$ cat config.mk
export PLATFORM = sky130hd
export DESIGN_NAME = ctrl_pb200
export DESIGN_NICKNAME = d
export VERILOG_FILES = /design/src/rtl/ctrl_pb200.sv
export SDC_FILE = /design/constraint.sdc
export NUM_CORES = 1
export LEC_CHECK = 0
export ABC_AREA = 1
export BUFFER_PORTS_ARGS = -buffer_cell sky130_fd_sc_hd__buf_2
export CAP_MARGIN = 5
export CORE_UTILIZATION = 40
export DETAILED_ROUTE_END_ITERATION = 16
export PLACE_DENSITY_LB_ADDON = 0.15
export SYNTH_ARGS = -nofsm -noshare
export SYNTH_HDL_FRONTEND = slang
export SYNTH_SLANG_ARGS = --single-unit
$ cat constraint.sdc
create_clock -name clk -period 3.3 [get_ports clk]
set_input_delay 0.33 -clock clk [delete_from_list [all_inputs] [get_ports clk]]
set_output_delay 0.33 -clock clk [all_outputs]
set_load 0.1 [all_outputs]
$ cat src/rtl/ctrl_pb200.sv
// Sequencing controller for a single-MAC biquad datapath: one start runs five MAC
// steps (M1..M5) and a history update (UPD), and flags any start that arrives while busy.
module ctrl_pb200 (
    input  logic       clk,
    input  logic       reset,
    input  logic       start,
    output logic [2:0] controlS,
    output logic [1:0] controlC,
    output logic [2:0] controlZ,
    output logic       en_acum1,
    output logic       en_fk,
    output logic       en_acum2,
    output logic       en_acum3,
    output logic       en_yk,
    output logic       en_shift,
    output logic       busy,
    output logic       done,
    output logic       overrun
);

    typedef enum logic [2:0] {
        S_IDLE = 3'd0,
        S_M1   = 3'd1,
        S_M2   = 3'd2,
        S_M3   = 3'd3,
        S_M4   = 3'd4,
        S_M5   = 3'd5,
        S_UPD  = 3'd6
    } state_t;

    typedef struct packed {
        logic [2:0] sel_s;
        logic [1:0] sel_c;
        logic [2:0] sel_z;
        logic       en_acum1;
        logic       en_fk;
        logic       en_acum2;
        logic       en_acum3;
        logic       en_yk;
        logic       en_shift;
        logic       busy;
        logic       done;
    } ctrl_t;

    // Moore output table; any encoding outside the table decodes to all-zero.
    function automatic ctrl_t decode(input state_t st);
        ctrl_t c;
        c = '0;
        case (st)
            S_IDLE: c = '0;
            S_M1: begin
                c.sel_s = 3'd1; c.sel_c = 2'd1; c.sel_z = 3'd1;
                c.en_acum1 = 1'b1; c.busy = 1'b1;
            end
            S_M2: begin
                c.sel_s = 3'd2; c.sel_c = 2'd2; c.sel_z = 3'd3;
                c.en_fk = 1'b1; c.busy = 1'b1;
            end
            S_M3: begin
                c.sel_s = 3'd3; c.sel_c = 2'd3; c.sel_z = 3'd0;
                c.en_acum2 = 1'b1; c.busy = 1'b1;
            end
            S_M4: begin
                c.sel_s = 3'd4; c.sel_c = 2'd1; c.sel_z = 3'd4;
                c.en_acum3 = 1'b1; c.busy = 1'b1;
            end
            S_M5: begin
                c.sel_s = 3'd5; c.sel_c = 2'd2; c.sel_z = 3'd5;
                c.en_yk = 1'b1; c.busy = 1'b1;
            end
            S_UPD: begin
                c.en_shift = 1'b1; c.busy = 1'b1; c.done = 1'b1;
            end
            default: c = '0;
        endcase
        return c;
    endfunction

    // Kept as a plain vector so unused encodings remain representable and recoverable.
    logic [2:0] state_q;
    state_t     state_d;
    ctrl_t      ctrl_q;
    ctrl_t      ctrl_d;
    logic       overrun_q;
    logic       overrun_d;

    // Next-state sequencing, output pre-decode and overrun accumulation.
    always_comb begin
        state_d = S_IDLE;
        case (state_q)
            S_IDLE: begin
                if (start) begin
                    state_d = S_M1;
                end else begin
                    state_d = S_IDLE;
                end
            end
            S_M1:    state_d = S_M2;
            S_M2:    state_d = S_M3;
            S_M3:    state_d = S_M4;
            S_M4:    state_d = S_M5;
            S_M5:    state_d = S_UPD;
            S_UPD:   state_d = S_IDLE;
            default: state_d = S_IDLE;
        endcase
        ctrl_d    = decode(state_d);
        overrun_d = overrun_q | (start & (state_q != S_IDLE));
    end

    // State, registered outputs (decoded from the next state) and sticky overrun.
    always_ff @(posedge clk) begin
        if (reset) begin
            state_q   <= S_IDLE;
            ctrl_q    <= '0;
            overrun_q <= 1'b0;
        end else begin
            state_q   <= state_d;
            ctrl_q    <= ctrl_d;
            overrun_q <= overrun_d;
        end
    end

    assign controlS = ctrl_q.sel_s;
    assign controlC = ctrl_q.sel_c;
    assign controlZ = ctrl_q.sel_z;
    assign en_acum1 = ctrl_q.en_acum1;
    assign en_fk    = ctrl_q.en_fk;
    assign en_acum2 = ctrl_q.en_acum2;
    assign en_acum3 = ctrl_q.en_acum3;
    assign en_yk    = ctrl_q.en_yk;
    assign en_shift = ctrl_q.en_shift;
    assign busy     = ctrl_q.busy;
    assign done     = ctrl_q.done;
    assign overrun  = overrun_q;

endmodule

==> summary.txt <==
GRT
  • GRT Residual Overflow: 0
  • First-pass GRT wire length: 1830 µm
  • Gr usage total: 0.134
  • Initial antenna violation count: 0
  • Largest net degree at the start of global routing: 15
  • Vias in the first global route: 440

Synth
  • Top cells by area, synth: dfxtp_1, nor2_1, ha_1
  • Sequential area share after synthesis: 0.495
  • Netlist cell types: 22
  • Warnings, synthesis: 0
  • Cells after Synth: 80
  • Proportion of synthesized area in mux cells: 0
  • Syn avg cell area: 9.10 µm²
  • Top cell type's share of synthesized area: 0.495
  • Post-Synth XOR/XNOR Area: 0
  • Synthesized-area fraction occupied by adder cells: 0.0515
  • Yosys top cell by area: dfxtp_1
  • Register bit total from synthesis: 18
  • Mapped Area: 728 µm²
  • Syn nets: 86
  • Post-synthesis compound-gate area fraction: 0.0481
  • Simple-gate portion of the synthesized area: 0.332
  • Largest family of logic cells by synthesized area: simple AND/OR/NAND/NOR gates

Placed design
  • Input/output buffers: 19
  • Routability cong.: 0.852
  • Hpwl dp: 909 µm
  • Placed cell areas: 836 µm²

Worst setup path
  • Critical Path AT: 1670 ps
  • Worst r2r dst: controlC[0]$_SDFF_PP0_
  • Critical Path Sink: controlC[0]$_SDFF_PP0_
  • Crit Path Category: reg2reg
  • CP Max Fanout: 7
  • Crit Reg-Reg Startpoint: state_q[1]$_SDFF_PP0_
  • Crit path required time: 3500 ps
  • Worst reg2reg setup slack: 1830 ps
  • Type of origin of the critical path: register
  • CP Launch Point: state_q[1]$_SDFF_PP0_
  • FF-to-FF path depth: 8
  • Worst setup EP type: register

Drt
  • DR WL/cell: 9.46 µm
  • DRT antenna net count: 0
  • WL final: 1180 µm
  • Drc violations: 0
  • 1st-iter DRT viols: 5
  • DR pass1 iterations: 3
  • DR vias: 536
  • Via density: 4.29

CTS
  • Skew-Pair Late Insertion Delay: 290 ps
  • Setup Fix Bufs, Post-CTS: 0
  • H-tree depth: 1
  • CTS tree: yes
  • CTS max path bufs: 2
  • Hold-fix buffers at CTS: 0
  • Clk sink count: 18
  • Clock slew at reported path FFs: 90 ps
  • CTS buffer count: 3
  • Post_cts resized: 0
  • Root Buffer: clkbuf_4

Floorplan
  • Die width: 44.7 µm
  • Top-level I/O count: 20
  • Core area: 1710 µm²
  • Die span in y: 44.7 µm
  • Die area: 1990 µm²
  • Initial core utilization: 0.426
  • Rows: 15

Hold path
  • Worst Hold Class: in2reg
  • Hold path cells: 3

STA
  • Peak Freq: 679 MHz
  • RSZ-0062 raised after global routing: false
  • Least-Margin Pin Slew: 485 ps
  • Tcrit/Tclk final: 0.446
  • Hold Fails Final Rpt: 0
  • Count of pins over their slew limit: 0
  • Min cycle time layout: 1470 ps
  • Final setup vio count: 0
  • TNS Setup: 0 ps
  • Clock skew: 1.09 ps
  • Slew margin rel.: 0.679

Pwr
  • Power Dens Cells: 727 nW/µm²
  • Maximum vdd drop: 0.480 mV
  • Static leakage: 0.447 nW

Cells and area
  • Core Util, Final: 0.511
  • Layout cell share with drive strength beyond 1: 0.400
  • Syn-to-layout area delta: 19.8%
  • Final Cell Area: 872 µm²
  • Fin nets: 107
  • N_diodes: 0

Flow run
  • Max cap viols: 0

Outcome
  • Outcome: completed
[registers in the layout, indices dropped and copies added (netlist names)]
name	flops
busy	1
controlC	2
controlS	3
controlZ	2
done	1
en_acum1	1
en_acum2	1
en_acum3	1
en_fk	1
en_yk	1
overrun	1
state_q	3
[metal layers]
metal,track usage,part of all wire
met1,0.153,0.46
met2,0.209,0.48
met3,0.0612,0.052
met4,0.0727,0.010
met5,0,0
[critical path: stages, from the launching register on]
cell and delay, ps:
dfxtp_1 470, inv_1 110, ha_1 260, nor2_4 210, nor2_8 50, nand2_4 90, nand2_2 40, nor2_1 90
nor2_1 50
[worst min path at each step]
stage,from,end,slack (ps)
2_1_floorplan,reset,en_acum3$_SDFF_PP0_,400
3_3_place_gp,overrun$_SDFF_PP0_,overrun$_SDFF_PP0_,450
3_5_place_dp,overrun$_SDFF_PP0_,overrun$_SDFF_PP0_,460
4_1_cts,start,overrun$_SDFF_PP0_,270
5_1_grt,start,overrun$_SDFF_PP0_,290
6_report,start,overrun$_SDFF_PP0_,280
[cells by family after synthesis]
group | Yosys count
fa+ha+maj | 3
simple gates | 41
compound gates | 6
flops | 18
buf+inv | 12
[final cells by class]
cell class / count / area (µm²)
multi-input combinational: 50 / 314
inverter: 9 / 35.0
timing repair buffer: 19 / 95.1
clock buffer: 4 / 36.3
tap: 25 / 31.3
sequential: 18 / 360
fill: 176 / 836
[layout by cell type (no fill, tap or decap)]
| cell type | Yosys | final |
|---|---|---|
| buf_2 | 0 | 19 |
| dfxtp_1 | 18 | 18 |
| nor2_1 | 15 | 15 |
| nand2_1 | 10 | 10 |
| inv_1 | 6 | 6 |
| a21oi_1 | 4 | 4 |
| nand2_2 | 3 | 3 |
| nand3_2 | 3 | 3 |
| ha_1 | 3 | 3 |
| clkbuf_4 | 0 | 3 |
| inv_2 | 2 | 2 |
| nor2_4 | 2 | 2 |
| nand2_4 | 2 | 2 |
| nor2_8 | 1 | 1 |
| clkinv_2 | 1 | 1 |
| o22ai_1 | 1 | 1 |
| nor2_2 | 1 | 1 |
| nand4_1 | 1 | 1 |
| o21ai_2 | 1 | 1 |
| nor3_1 | 1 | 1 |
| nor3_2 | 1 | 1 |
| nor4_1 | 1 | 1 |
| clkbuf_8 | 0 | 1 |
[synth_stat cells (all sizes together)]
cell type  instances
a21oi              4
buf                2
clkbuf             1
clkinv             1
dfxtp             18
ha                 3
inv                8
nand2             15
nand3              3
nand4              1
nor2              19
nor3               2
nor4               1
o21ai              1
o22ai              1
[per-stage QoR]
step	setup WS [ps]	hold WS (ps)	power, mW	instances
after CTS	1810	271	0.643	125
after global placement	1840	453	0.509	121
after detailed placement	1820	461	0.510	121
final	1830	278	0.634	125
after global routing	1680	291	0.664	125
after floorplan	1610	400	0.475	80
[report_power, final]
group          internal, mW  switching, mW
sequential            0.240        0.00996
clock                0.0673         0.0633
combinational        0.0441          0.210
(Power assumes the default switching activity.)
